## src/rtl/lsu_dccm_arb_pkg.sv

```systemverilog
// Shared types for the DCCM port arbiter: grant source encoding and default sizes.
package lsu_dccm_arb_pkg;

  localparam int DCCM_BITS_DEF   = 16;
  localparam int FDATA_WIDTH_DEF = 39;

  // Which requester owns the single DCCM slot this cycle.
  typedef enum logic [1:0] {
    SRC_NONE = 2'd0,
    SRC_LD   = 2'd1,
    SRC_ST   = 2'd2,
    SRC_DMA  = 2'd3
  } dccm_src_e;

  // One-hot view {dma, st, ld} of a grant source, handy for debug and checks.
  function automatic logic [2:0] src_onehot(dccm_src_e src);
    logic [2:0] oh;
    oh = 3'b000;
    case (src)
      SRC_LD:  oh = 3'b001;
      SRC_ST:  oh = 3'b010;
      SRC_DMA: oh = 3'b100;
      default: oh = 3'b000;
    endcase
    return oh;
  endfunction

endpackage

```

## src/rtl/lsu_dccm_arb_if.sv

```systemverilog
// DCCM array port bundle: the arbiter is master, the RAM model is slave.
interface lsu_dccm_arb_if #(
  parameter int DCCM_BITS   = 16,
  parameter int FDATA_WIDTH = 39
);
  logic                   rden;
  logic                   wren;
  logic [DCCM_BITS-1:0]   rd_addr;
  logic [DCCM_BITS-1:0]   wr_addr;
  logic [FDATA_WIDTH-1:0] wr_data;
  logic [FDATA_WIDTH-1:0] rd_data;

  modport master (
    output rden, wren, rd_addr, wr_addr, wr_data,
    input  rd_data
  );

  modport slave (
    input  rden, wren, rd_addr, wr_addr, wr_data,
    output rd_data
  );
endinterface

```

## src/rtl/lsu_dccm_starve_ctr.sv

```systemverilog
// Saturating, clearable wait counter with an "at max" flag.
// Clear wins over increment; the count sticks at MAX until cleared.
module lsu_dccm_starve_ctr #(
  parameter int MAX = 15,
  parameter int W   = $clog2(MAX + 1)
) (
  input  logic         clk,
  input  logic         rst,
  input  logic         inc,
  input  logic         clr,
  output logic [W-1:0] cnt,
  output logic         at_max
);

  logic [W-1:0] cnt_q;

  assign cnt    = cnt_q;
  assign at_max = (cnt_q == W'(MAX));

  // Count denied cycles, saturate at MAX, clear on service or withdrawal.
  always_ff @(posedge clk) begin
    if (rst || clr) begin
      cnt_q <= '0;
    end else if (inc && !at_max) begin
      cnt_q <= cnt_q + W'(1);
    end
  end

endmodule

```

## src/rtl/lsu_dccm_arb.sv

```systemverilog
// Single-port DCCM slot arbiter: load > (store <-> DMA round-robin),
// with DMA escalated to top priority after a run of denied cycles.
// DMA read data is returned one cycle after its grant.
module lsu_dccm_arb
  import lsu_dccm_arb_pkg::*;
#(
  parameter int DCCM_BITS      = DCCM_BITS_DEF,
  parameter int FDATA_WIDTH    = FDATA_WIDTH_DEF,
  parameter int DMA_STARVE_MAX = 15,
  parameter int CNT_W          = $clog2(DMA_STARVE_MAX + 1)
) (
  input  logic                   clk,
  input  logic                   rst,
  input  logic                   ld_req,
  input  logic [DCCM_BITS-1:0]   ld_addr,
  output logic                   ld_gnt,
  output logic                   ld_stall,
  input  logic                   st_req,
  input  logic [DCCM_BITS-1:0]   st_addr,
  input  logic [FDATA_WIDTH-1:0] st_wdata,
  output logic                   st_gnt,
  input  logic                   dma_req,
  input  logic                   dma_write,
  input  logic [DCCM_BITS-1:0]   dma_addr,
  input  logic [FDATA_WIDTH-1:0] dma_wdata,
  output logic                   dma_gnt,
  output logic                   dma_ready,
  output logic                   dma_rvalid,
  output logic [FDATA_WIDTH-1:0] dma_rdata,
  input  logic                   nonblock_dma_disable,
  lsu_dccm_arb_if.master         dccm
);

  dccm_src_e  src_sel;
  logic       rr_q;
  logic       dma_rd_pend_q;
  logic       starve_max;
  logic       starve_force;
  logic [CNT_W-1:0] starve_cnt;

  // Escalation only matters for a DMA that is actually waiting.
  assign starve_force = starve_max & dma_req & ~nonblock_dma_disable & ~rst;

  // Pick the owner of this cycle's DCCM slot.
  always_comb begin
    src_sel = SRC_NONE;
    if (!rst) begin
      if (starve_force)                     src_sel = SRC_DMA;
      else if (ld_req)                      src_sel = SRC_LD;
      else if (st_req && (!dma_req || !rr_q)) src_sel = SRC_ST;
      else if (dma_req)                     src_sel = SRC_DMA;
    end
  end

  assign ld_gnt   = (src_sel == SRC_LD);
  assign st_gnt   = (src_sel == SRC_ST);
  assign dma_gnt  = (src_sel == SRC_DMA);
  assign ld_stall = ld_req & ~ld_gnt;

  // What a DMA would see if it asked now, independent of dma_req.
  assign dma_ready = ~rst & (starve_force | (~ld_req & ~(st_req & ~rr_q)));

  // Steer the winner onto the DCCM port; idle fields are held at zero.
  always_comb begin
    dccm.rden    = 1'b0;
    dccm.wren    = 1'b0;
    dccm.rd_addr = '0;
    dccm.wr_addr = '0;
    dccm.wr_data = '0;
    case (src_sel)
      SRC_LD: begin
        dccm.rden    = 1'b1;
        dccm.rd_addr = ld_addr;
      end
      SRC_ST: begin
        dccm.wren    = 1'b1;
        dccm.wr_addr = st_addr;
        dccm.wr_data = st_wdata;
      end
      SRC_DMA: begin
        if (dma_write) begin
          dccm.wren    = 1'b1;
          dccm.wr_addr = dma_addr;
          dccm.wr_data = dma_wdata;
        end else begin
          dccm.rden    = 1'b1;
          dccm.rd_addr = dma_addr;
        end
      end
      default: ;
    endcase
  end

  // Round-robin pointer: the side just served yields to the other.
  always_ff @(posedge clk) begin
    if (rst)          rr_q <= 1'b0;
    else if (st_gnt)  rr_q <= 1'b1;
    else if (dma_gnt) rr_q <= 1'b0;
  end

  // Remember a DMA read in flight so its data is returned next cycle.
  always_ff @(posedge clk) begin
    if (rst) dma_rd_pend_q <= 1'b0;
    else     dma_rd_pend_q <= dma_gnt & ~dma_write;
  end

  assign dma_rvalid = dma_rd_pend_q & ~rst;
  assign dma_rdata  = dma_rvalid ? dccm.rd_data : '0;

  lsu_dccm_starve_ctr #(
    .MAX (DMA_STARVE_MAX),
    .W   (CNT_W)
  ) u_dma_starve (
    .clk    (clk),
    .rst    (rst),
    .inc    (dma_req & ~dma_gnt),
    .clr    (dma_gnt | ~dma_req | nonblock_dma_disable),
    .cnt    (starve_cnt),
    .at_max (starve_max)
  );

endmodule

```

## src/flat_wrapper.sv

```systemverilog
// flat-port wrapper written by rule: the top's interface ports become plain ports
module lsu_dccm_arb_flat import lsu_dccm_arb_pkg::*;
#(
  parameter int DCCM_BITS      = DCCM_BITS_DEF,
  parameter int FDATA_WIDTH    = FDATA_WIDTH_DEF,
  parameter int DMA_STARVE_MAX = 15,
  parameter int CNT_W          = $clog2(DMA_STARVE_MAX + 1)
)
  (clk, rst, ld_req, ld_addr, ld_gnt, ld_stall, st_req, st_addr, st_wdata, st_gnt, dma_req, dma_write, dma_addr, dma_wdata, dma_gnt, dma_ready, dma_rvalid, dma_rdata, nonblock_dma_disable, dccm_rden, dccm_wren, dccm_rd_addr, dccm_wr_addr, dccm_wr_data, dccm_rd_data);
  lsu_dccm_arb_if #(.DCCM_BITS(DCCM_BITS), .FDATA_WIDTH(FDATA_WIDTH)) dccm_i ();
  input  logic clk;
  input  logic rst;
  input  logic ld_req;
  input  logic [DCCM_BITS-1:0] ld_addr;
  output logic ld_gnt;
  output logic ld_stall;
  input  logic st_req;
  input  logic [DCCM_BITS-1:0] st_addr;
  input  logic [FDATA_WIDTH-1:0] st_wdata;
  output logic st_gnt;
  input  logic dma_req;
  input  logic dma_write;
  input  logic [DCCM_BITS-1:0] dma_addr;
  input  logic [FDATA_WIDTH-1:0] dma_wdata;
  output logic dma_gnt;
  output logic dma_ready;
  output logic dma_rvalid;
  output logic [FDATA_WIDTH-1:0] dma_rdata;
  input  logic nonblock_dma_disable;
  output wire logic [$bits(dccm_i.rden)-1:0] dccm_rden;
  output wire logic [$bits(dccm_i.wren)-1:0] dccm_wren;
  output wire logic [$bits(dccm_i.rd_addr)-1:0] dccm_rd_addr;
  output wire logic [$bits(dccm_i.wr_addr)-1:0] dccm_wr_addr;
  output wire logic [$bits(dccm_i.wr_data)-1:0] dccm_wr_data;
  input wire logic [$bits(dccm_i.rd_data)-1:0] dccm_rd_data;
  assign dccm_rden = dccm_i.rden;
  assign dccm_wren = dccm_i.wren;
  assign dccm_rd_addr = dccm_i.rd_addr;
  assign dccm_wr_addr = dccm_i.wr_addr;
  assign dccm_wr_data = dccm_i.wr_data;
  assign dccm_i.rd_data = dccm_rd_data;
  lsu_dccm_arb #(.DCCM_BITS(DCCM_BITS), .FDATA_WIDTH(FDATA_WIDTH), .DMA_STARVE_MAX(DMA_STARVE_MAX), .CNT_W(CNT_W)) u_core (.clk(clk), .rst(rst), .ld_req(ld_req), .ld_addr(ld_addr), .ld_gnt(ld_gnt), .ld_stall(ld_stall), .st_req(st_req), .st_addr(st_addr), .st_wdata(st_wdata), .st_gnt(st_gnt), .dma_req(dma_req), .dma_write(dma_write), .dma_addr(dma_addr), .dma_wdata(dma_wdata), .dma_gnt(dma_gnt), .dma_ready(dma_ready), .dma_rvalid(dma_rvalid), .dma_rdata(dma_rdata), .nonblock_dma_disable(nonblock_dma_disable), .dccm(dccm_i));
endmodule
```

## config.mk

```make
export PLATFORM = sky130hd
export DESIGN_NAME = lsu_dccm_arb_flat
export DESIGN_NICKNAME = d
export VERILOG_FILES = /design/src/rtl/lsu_dccm_arb_pkg.sv /design/src/rtl/lsu_dccm_arb_if.sv /design/src/rtl/lsu_dccm_starve_ctr.sv /design/src/rtl/lsu_dccm_arb.sv /design/src/flat_wrapper.sv
export SDC_FILE = /design/constraint.sdc
export NUM_CORES = 1
export LEC_CHECK = 0
export ABC_AREA = 1
export CORE_AREA = 2 2 112 114
export CTS_CLUSTER_SIZE = 12
export DETAILED_ROUTE_END_ITERATION = 8
export DIE_AREA = 0 0 114 116
export GPL_ROUTABILITY_DRIVEN = 0
export MAX_ROUTING_LAYER = met4
export PLACE_DENSITY = 0.69
export SLEW_MARGIN = 20
export SYNTH_ARGS = -nofsm -noshare
export SYNTH_HDL_FRONTEND = slang
export SYNTH_HIERARCHICAL = 1
export SYNTH_SLANG_ARGS = --single-unit
```

## constraint.sdc

```tcl
create_clock -name clk -period 3.06 [get_ports clk]
set_input_delay 0.612 -clock clk [delete_from_list [all_inputs] [get_ports clk]]
set_output_delay 0.612 -clock clk [all_outputs]
set_load 0.005 [all_outputs]
```

## Yosys cells after proc, flatten, opt, wreduce, memory -nomap -nowiden

Cells that the tools add are included.
W data, S select, Z words.

| storage, ports and cells | value |
|---|---|
| register bits after elaboration | 6 |
| bits of input ports | 172 |
| output and inout port bits | 118 |
| logic and storage cells | 56 |

| cells by class | value |
|---|---|
| add/subtract/negate cells | 1 |
| equality and inequality tests | 4 |
| muxes and demuxes | 18 |
| bitwise operators | 22 |
| reductions and logical operators | 8 |

Operators with widths:

| operator | number |
|---|---|
| $mux W39 | 2 |
| $pmux W39 S2 | 1 |
| $pmux W16 S2 | 2 |
| $mux W16 | 2 |
| $and A1 B1 Y1 | 10 |
| $mux W2 | 5 |
| $not A1 Y1 | 9 |
| $add A4 B1 Y4 const B | 1 |
| $eq A2 B2 Y1 const B | 2 |
| $eq A4 B4 Y1 const B | 1 |
| $mux W1 | 4 |
| $pmux W1 S2 | 2 |
| $logic_not A1 Y1 | 3 |
| $or A1 B1 Y1 | 3 |
| $eq A2 B1 Y1 const B | 1 |
| $logic_and A1 B1 Y1 | 2 |
| $logic_or A1 B1 Y1 | 2 |
| $reduce_bool A2 Y1 | 1 |

## Logic depth before layout (Yosys ltp)

Gate-level depths: netlist (run 1).

| depth | value |
|---|---|
| depth in word-level cells | 11 |
| depth in mapped cells | 15 |
| depth with buffers taken out | 14 |

## By module

Netlist (run 1), hierarchy kept.

By module, submodules not included:

| module | instances | cells each | area an instance (um2) |
|---|---|---|---|
| lsu_dccm_arb | 1 | 526 | 2,676.3 |
| lsu_dccm_starve_ctr | 1 | 29 | 200.2 |

## Worst setup path before layout (run 1)

OpenSTA, ideal clock, no wires.

| path | value |
|---|---|
| path type | flip-flop to output port |
| start point | reg u_core.u_dma_starve.cnt_q[0] (netlist: u_core/u_dma_starve/cnt[0]) |
| end point | out dccm_wr_addr[0] |
| arrival | 1.406 ns |
| required time | 2.448 ns |
| slack | 1.042 ns |
| cell stages (with the launch flop) | 13 |
| path buffers | 2 |
| path through | dfxtp_1 > ha_1 > nand3_2 > inv_1 > nand2_1 > inv_2 > nand2_4 > nand3_2 > nand2_2 > buf_6 > buf_6 > nand3_2 > nand2_1 |

| on the way | value |
|---|---|
| cells in the longest elaborated chain, start to end | 8 |

Ends and longest elaborated chain:

| what | line | source |
|---|---|---|
| start: declaration | lsu_dccm_starve_ctr.sv:15 | `logic [W-1:0] cnt_q;` |
| start signal: assignment | lsu_dccm_starve_ctr.sv:25 | `cnt_q <= cnt_q + W'(1);` |
| $eq A4 B4 Y1 * | lsu_dccm_starve_ctr.sv:18 | `assign at_max = (cnt_q == W'(MAX));` |
| net u_core.starve_max | lsu_dccm_arb.sv:37 | `logic starve_max;` |
| $and A1 B1 Y1 * (3 in a row) | lsu_dccm_arb.sv:42 | `assign starve_force = starve_max & dma_req & ~nonblock_dma_disable & ~rst;` |
| $mux W2 * | lsu_dccm_arb.sv:48 | `if (starve_force) src_sel = SRC_DMA;` |
| $mux W2 * | lsu_dccm_arb.sv:47 | `if (!rst) begin` |
| $eq A2 B2 Y1 | lsu_dccm_arb.sv:70 | `case (src_sel)` |
| $pmux W16 S2 * | lsu_dccm_arb.sv:70 |  |
| end: declaration | flat_wrapper.sv:33 | `output wire logic [$bits(dccm_i.wr_addr)-1:0] dccm_wr_addr;` |

The timed path passes the listed nets; every way through them passes the cells marked *.

## Final worst setup path (run 1)

| path | value |
|---|---|
| start point | in st_req |
| end point | out dccm_wr_data[29] |

| on the way | value |
|---|---|
| cells in the longest elaborated chain, start to end | 7 |

Ends and longest elaborated chain:

| what | line | source |
|---|---|---|
| start: declaration | flat_wrapper.sv:17 | `input logic st_req;` |
| $logic_and A1 B1 Y1 * | lsu_dccm_arb.sv:50 | `else if (st_req && (!dma_req \|\| !rr_q)) src_sel = SRC_ST;` |
| $mux W2 * | lsu_dccm_arb.sv:50 |  |
| $mux W2 * | lsu_dccm_arb.sv:49 | `else if (ld_req) src_sel = SRC_LD;` |
| $mux W2 * | lsu_dccm_arb.sv:48 |  |
| $mux W2 * | lsu_dccm_arb.sv:47 |  |
| $eq A2 B2 Y1 | lsu_dccm_arb.sv:70 |  |
| $pmux W39 S2 * | lsu_dccm_arb.sv:70 |  |
| end: declaration | flat_wrapper.sv:34 | `output wire logic [$bits(dccm_i.wr_data)-1:0] dccm_wr_data;` |

Mark *: on every way between the ends. The rest lies on a longest branch, timed or not.

==> results of run 1 <==
==> worst min path at each step <==
stage | from | depth (start not counted) | endpoint
after global placement | u_core/u_dma_starve/cnt[3] | 2 | u_core/u_dma_starve/cnt[3]
after floorplan | u_core/u_dma_starve/cnt[3] | 2 | u_core/u_dma_starve/cnt[3]
after detailed placement | u_core/u_dma_starve/cnt[1] | 2 | u_core/u_dma_starve/cnt[1]
final | u_core/u_dma_starve/cnt[1] | 2 | u_core/u_dma_starve/cnt[1]
after global routing | u_core/u_dma_starve/cnt[0] | 2 | u_core/u_dma_starve/cnt[0]
after CTS | u_core/u_dma_starve/cnt[1] | 2 | u_core/u_dma_starve/cnt[1]
==> critical path, stage by stage <==
cell	delay [ns]
clkdlybuf4s50_1	0.48
inv_1	0.04
nand2_1	0.07
nand2_2	0.09
nand2_8	0.13
bufbuf_16	0.33
nand4_1	0.11
nand2_1	0.08
clkdlybuf4s50_1	0.50
==> registers in the layout, summed over array words and instances, names as in the netlist <==
name                     flops
u_core/rr_q                  1
u_core/u_dma_starve/cnt      4
u_core/dma_rd_pend_q         1
==> area by class of cell <==
type                       instances  area share [%]
tap                              147            2.87
timing repair buffer             329            56.1
clock buffer                       3            1.17
sequential                         6            1.91
multi-input combinational        372            30.4
inverter                         128            7.53
==> placed cells by master, fill, tap and decap left out, drive strengths merged <==
cell,n
a31oi,1
a21oi,3
o211ai,1
dlymetal6s2s,32
clkdlybuf4s50,246
buf,37
nor2,69
nand4,72
o21ai,3
dfxtp,6
ha,1
dlygate4sd2,10
nand3,61
bufbuf,4
clkbuf,3
inv,128
nand2,161
==> power by group through the flow <==
stage | Sequential, mW | Combinational (mW) | Clock, mW
3_3_place_gp | 0.0825 | 0.624 | 0
3_5_place_dp | 0.0826 | 0.625 | 0
6_report | 0.0816 | 0.667 | 0.211
4_1_cts | 0.0816 | 0.681 | 0.214
2_1_floorplan | 0.0824 | 0.239 | 0
5_1_grt | 0.0818 | 0.721 | 0.219
==> layer usage <==
| layer | GRT usage [%] | share of wire, % | wire length (um) |
|---|---|---|---|
| met5 | - | 0 | 0 |
| met4 | 3.17 | 1.2 | 177 |
| met2 | 34.9 | 49 | 7000 |
| met3 | 2.56 | 5.7 | 810 |
| met1 | 26.9 | 44 | 6250 |
==> kinds of logic (layout without fill, tap and decap cells) <==
family          after synthesis  count (layout)  synth area share (%)
buf+inv                     177             460                  29.5
simple gates                363             363                  64.4
flops                         6               6                  4.18
compound gates                8               8                  1.52
fa+ha+maj                     1               1                 0.435
==> timing repair <==
item | CTS | global route
gates cloned | 7 | 0
resized for setup | 20 | 37
buffers inserted | 2 | 1
setup endpoints to repair | 57 | 65
pin swaps | 3 | 4
hold endpoints to repair | 0 | 0
==> metrics by stage <==
stage / hold slack [ns] / setup TNS (ns) / instances / cell area (um2)
final: 0.504 / 0 / 985 / 6410
after global routing: 0.524 / -0.879 / 985 / 6410
after CTS: 0.521 / -0.0178 / 985 / 6350
after detailed placement: 0.516 / -3.57 / 973 / 6000
after global placement: 0.504 / -2.74 / 973 / 6000
after floorplan: 0.491 / 0 / 555 / 2880
==> impl_results.md, run 1 <==
- Fin nets: 1013
- CP endpoint: dccm_wr_data[29]
- Max-slew headroom: 71.6%
- Share of layout cells above drive strength 1: 11.9%
- Status: finished, final reports clean
- Overall power: 959 uW
- Sequential share of the synthesized area: 4.18%
- WL final: 14200 um
- Setup ws final: 0.0121 ns
- Fill count: 1159
- Num ports: 290
- Clock power frac: 22.0%
- Max Cap Viol: 0
- Top post-synthesis cells by count: nand2_1 (156), inv_1 (126), nand4_1 (72)
- Max Fanout on Critical Path: 19
- Area contributors post-synth: nand2_1 (20%), inv_1 (16%), nand4_1 (16%)
- Via-per-instance ratio: 4.39
- Clock tree buffer depth: 2
- Net Sw Frac: 32.3%
- DRT iter0 DRCs: 311
- Core Region: 11900 um2
- GRT overflow: 0
- Cell Area, Synth: 2880 um2
- Post-synth top area cell: nand2_1
- Die ar.: 13200 um2
- Worst clock skew: 0.000832 ns
- Hold Crit Class: reg -> reg
- Total number of vias: 4324
- Hold Violations, Final: 0
- Post-synth EDFFs: 0
- Initial Utilization: 24.1%
- First-pass GRT wire length: 21300 um
- Clk_lat worst skew: 0.23 ns
- Antenna violations before repair: 0
- Num CTS Buffers: 3
- CP Capture Type: output pin
- Logic pwr share: 69.5%
- FF+latch count, synth: 6
- Reg2reg path depth: 14
- Max-slew violations: 0
- Detailed Place HPWL: 10500 um
- Startpoint Class: input pin
- Arr. time, crit path: 2.44 ns
- Root Driver: clkbuf_16
- Highest clock rate: 0.328 GHz
- Vias in the first global route: 3964
- Final min period: 3.05 ns
- Die width: 114 um
- CTS sink cnt: 6
- Critical path origin: st_req
- Setup WS pre-CTS: -0.116 ns
- Yosys top cell area share: 20.4%
- R2r startpoint: u_core/u_dma_starve/cnt[1]
- CTS tree: yes
- Register area: 123 um2
- CTS H-tree lvls: 1
- Multi-input logic area: 1950 um2
- WL/cell: 14.5 um
- Main synth FF type: dfxtp_1
- Syn_nets: 728
- Largest net degree at the start of global routing: 41
- Post-DRT Antenna Nets: 0
- CP Class: in -> out
- Switching power total: 310 uW
- DR DRC count: 0
- Synth Area per Inst: 5.18 um2
- Asr flop ratio synth: 0%
- Required @ worst endpoint: 2.45 ns
- P&R area growth vs syn: 123%
- Leakage: 3.85 nW
- Flop2flop setup slack: 0.93 ns
- Yosys warns: 6
- Reg2Reg Capture Point: u_core/u_dma_starve/cnt[0]
- Num rows: 40
- Flop pwr share: 8.5%
- Drt first pass iters: 5
- Endpoints failing setup: 0
- Synthesized instance count: 555
- Library cells used by synthesis: 19
- Unrepaired setup endpoints after global routing: yes
- Maximum vdd drop: 0.000189 V
- Count leader, synth: nand2_1
- Tcrit/Tclk final: 99.6%
- Finished Core Util: 53.8%
- Pwr/cell area: 150 nW/um2
- Ant diodes: 0
- Die Y: 116 um
- Tot GR Track Use: 20.6%
- Port-buffer cells: 289
- Clk pin slew, worst setup/hold paths: 0.03 ns
- Post-CTS Hold Fix Bufs: 0
- Internal power: 649 uW
- Worst-margin pin slew: 0.426 ns
No activity file was read; power rests on OpenSTA's default activity.
==> run 2: changes to the inputs <==
--- a/config.mk
+++ b/config.mk
@@ -13,6 +13,7 @@
 export GPL_ROUTABILITY_DRIVEN = 0
 export MAX_ROUTING_LAYER = met4
 export PLACE_DENSITY = 0.69
+export SKIP_CTS_REPAIR_TIMING = 1
 export SLEW_MARGIN = 20
 export SYNTH_ARGS = -nofsm -noshare
 export SYNTH_HDL_FRONTEND = slang
==> impl_results.md, run 2 (synthesized netlist as in run 1, its figures left out) <==
- Status: finished, final reports clean (unchanged)
- GRT overflow: 0 (unchanged)
- Max-slew headroom: 71.6% (about the same)
- Num CTS Buffers: 3 (unchanged)
- DR DRC count: 0 (unchanged)
- Die Y: 116 um (unchanged)
- Fin nets: 1024 (was 1013)
- Clock tree buffer depth: 2 (unchanged)
- Tot GR Track Use: 19.1% (was 20.6%)
- P&R area growth vs syn: 128% (was 123%)
- Hold Crit Class: reg -> reg (unchanged)
- Share of layout cells above drive strength 1: 13.1% (was 11.9%)
- CP Class: in -> out (unchanged)
- Highest clock rate: 0.332 GHz (was 0.328 GHz)
- Initial Utilization: 24.1% (unchanged)
- Drt first pass iters: 4 (was 5)
- Fill count: 1146 (was 1159)
- Num rows: 40 (unchanged)
- # placed instances: 973 (unchanged)
- Register area: 123 um2 (unchanged)
- Tcrit/Tclk final: 98.4% (was 99.6%)
- R2r startpoint: u_core/u_dma_starve/cnt[1] (unchanged)
- Max-slew violations: 0 (unchanged)
- Maximum vdd drop: 0.000187 V (was 0.000189 V)
- First-pass GRT wire length: 20000 um (was 21300 um)
- Endpoints failing setup: 0 (unchanged)
- Finished Core Util: 55.1% (was 53.8%)
- Max Cap Viol: 0 (unchanged)
- Detailed Place HPWL: 10500 um (unchanged)
- Hold Crit Endpoint: u_core/u_dma_starve/cnt[1] (unchanged)
- Antenna violations before repair: 0 (unchanged)
- Num ports: 290 (unchanged)
- Die width: 114 um (unchanged)
- Die ar.: 13200 um2 (unchanged)
- CTS sink cnt: 6 (unchanged)
- Reg2reg path depth: 17 (was 14)
- Most frequent cells in the layout: clkdlybuf4s50_1 (245), nand2_1 (155), inv_1 (125), nand4_1 (72), nor2_1 (67) (was clkdlybuf4s50_1 (246), nand2_1 (155), inv_1 (125), nand4_1 (72), nor2_1 (67))
- Largest net degree at the start of global routing: 61 (was 41)
- Finished Cell Area: 6570 um2 (was 6410 um2)
- Startpoint Class: input pin (unchanged)
- Flop2flop setup slack: 0.90 ns (was 0.93 ns)
- Port-buffer cells: 289 (unchanged)
- Hold Violations, Final: 0 (unchanged)
- Worst clock skew: 0.00155 ns (was 0.000832 ns)
- Root Driver: clkbuf_16 (unchanged)
- CTS H-tree lvls: 1 (unchanged)
- Final min period: 3.01 ns (was 3.05 ns)
- Clk_lat worst skew: 0.23 ns (about the same)
- Setup TNS: 0 ns (unchanged)
- Layout Cells excl Fill: 996 (was 985)
- Hold depth: 2 (unchanged)
- Pwr/cell area: 149 nW/um2 (was 150 nW/um2)
- Multi-input logic area: 1950 um2 (unchanged)
- WL/cell: 14.9 um (was 14.5 um)
- Reg2Reg Capture Point: u_core/u_dma_starve/cnt[0] (unchanged)
- Unrepaired setup endpoints after global routing: yes (unchanged)
- Max Fanout on Critical Path: 17 (was 19)
- Most common cell after layout, fill and taps aside: clkdlybuf4s50_1 (unchanged)
- Via-per-instance ratio: 4.41 (was 4.39)
- Total number of vias: 4397 (was 4324)
- DRT iter0 DRCs: 302 (was 311)
- Worst-margin pin slew: 0.426 ns (about the same)
- Required @ worst endpoint: 2.45 ns (about the same)
- Core Region: 11900 um2 (unchanged)
- Worst min-delay path startpoint: u_core/u_dma_starve/cnt[1] (unchanged)
- Clk pin slew, worst setup/hold paths: 0.03 ns (about the same)
- Dpl cell area: 6000 um2 (unchanged)
- Vias in the first global route: 3841 (was 3964)
- Post-DRT Antenna Nets: 0 (unchanged)
- CP Capture Type: output pin (unchanged)
- Arr. time, crit path: 2.40 ns (was 2.44 ns)
- Max reg flops: 4 (unchanged)
- CTS tree: yes (unchanged)
- Leakage: 4.04 nW (was 3.85 nW)
- Ant diodes: 0 (unchanged)
- Min Hold Slack: 0.506 ns (was 0.504 ns)
- WL final: 14900 um (was 14200 um)
## run 2: worst max-delay path by stage
stage | startpoint | to | slack, ns | cells after the start
after floorplan | u_core/u_dma_starve/cnt[0] | dccm_wr_addr[0] | 1.04 | 12
after global placement | ld_req | dccm_wr_data[19] | -0.10 | 9
after detailed placement | dma_req | dccm_wr_data[19] | -0.12 | 10
after CTS | dma_req | dccm_wr_data[19] | -0.12 | 10
after global routing | st_req | dccm_wr_data[38] | -0.02 | 9
final | st_req | dccm_wr_data[29] | 0.05 | 9
## run 2: per-layer routing
| layer | GRT usage (%) | vias to the layer above | wire [um] |
|---|---|---|---|
| met4 | 3.33 | 0 | 159 |
| met2 | 32.3 | 151 | 7360 |
| met3 | 2.35 | 14 | 797 |
| met5 | - | - | 0 |
| met1 | 24.9 | 1927 | 6540 |
| li1 | - | 2305 | - |
## run 2: cell type report
type	count	area share [%]
clock buffer	3	1.14
inverter	128	7.36
multi-input combinational	372	29.7
sequential	6	1.87
tap	147	2.80
timing repair buffer	340	57.2
## run 2: through the flow
stage	worst slack, ns	power (mW)
floorplan	1.04	0.321
global placement	-0.105	0.707
detailed placement	-0.116	0.708
CTS	-0.116	0.924
global route	-0.0202	1.04
finish	0.0484	0.981
## run 2: report_power, final
part | total (mW) | internal [mW] | leakage [nW] | switching (mW)
clock network | 0.210 | 0.168 | 0.0370 | 0.0423
registers | 0.0817 | 0.0807 | 0.0496 | 0.000983
logic | 0.690 | 0.413 | 3.95 | 0.277
total | 0.981 | 0.661 | 4.04 | 0.320
## run 2: critical path, stage by stage
cell	delay, ns
clkdlybuf4s50_1	0.48
nand2_1	0.09
nand2_2	0.08
nand3_4	0.16
nand2_8	0.15
clkbuf_16	0.20
nand3_2	0.07
nand2_1	0.06
clkdlybuf4s50_1	0.50
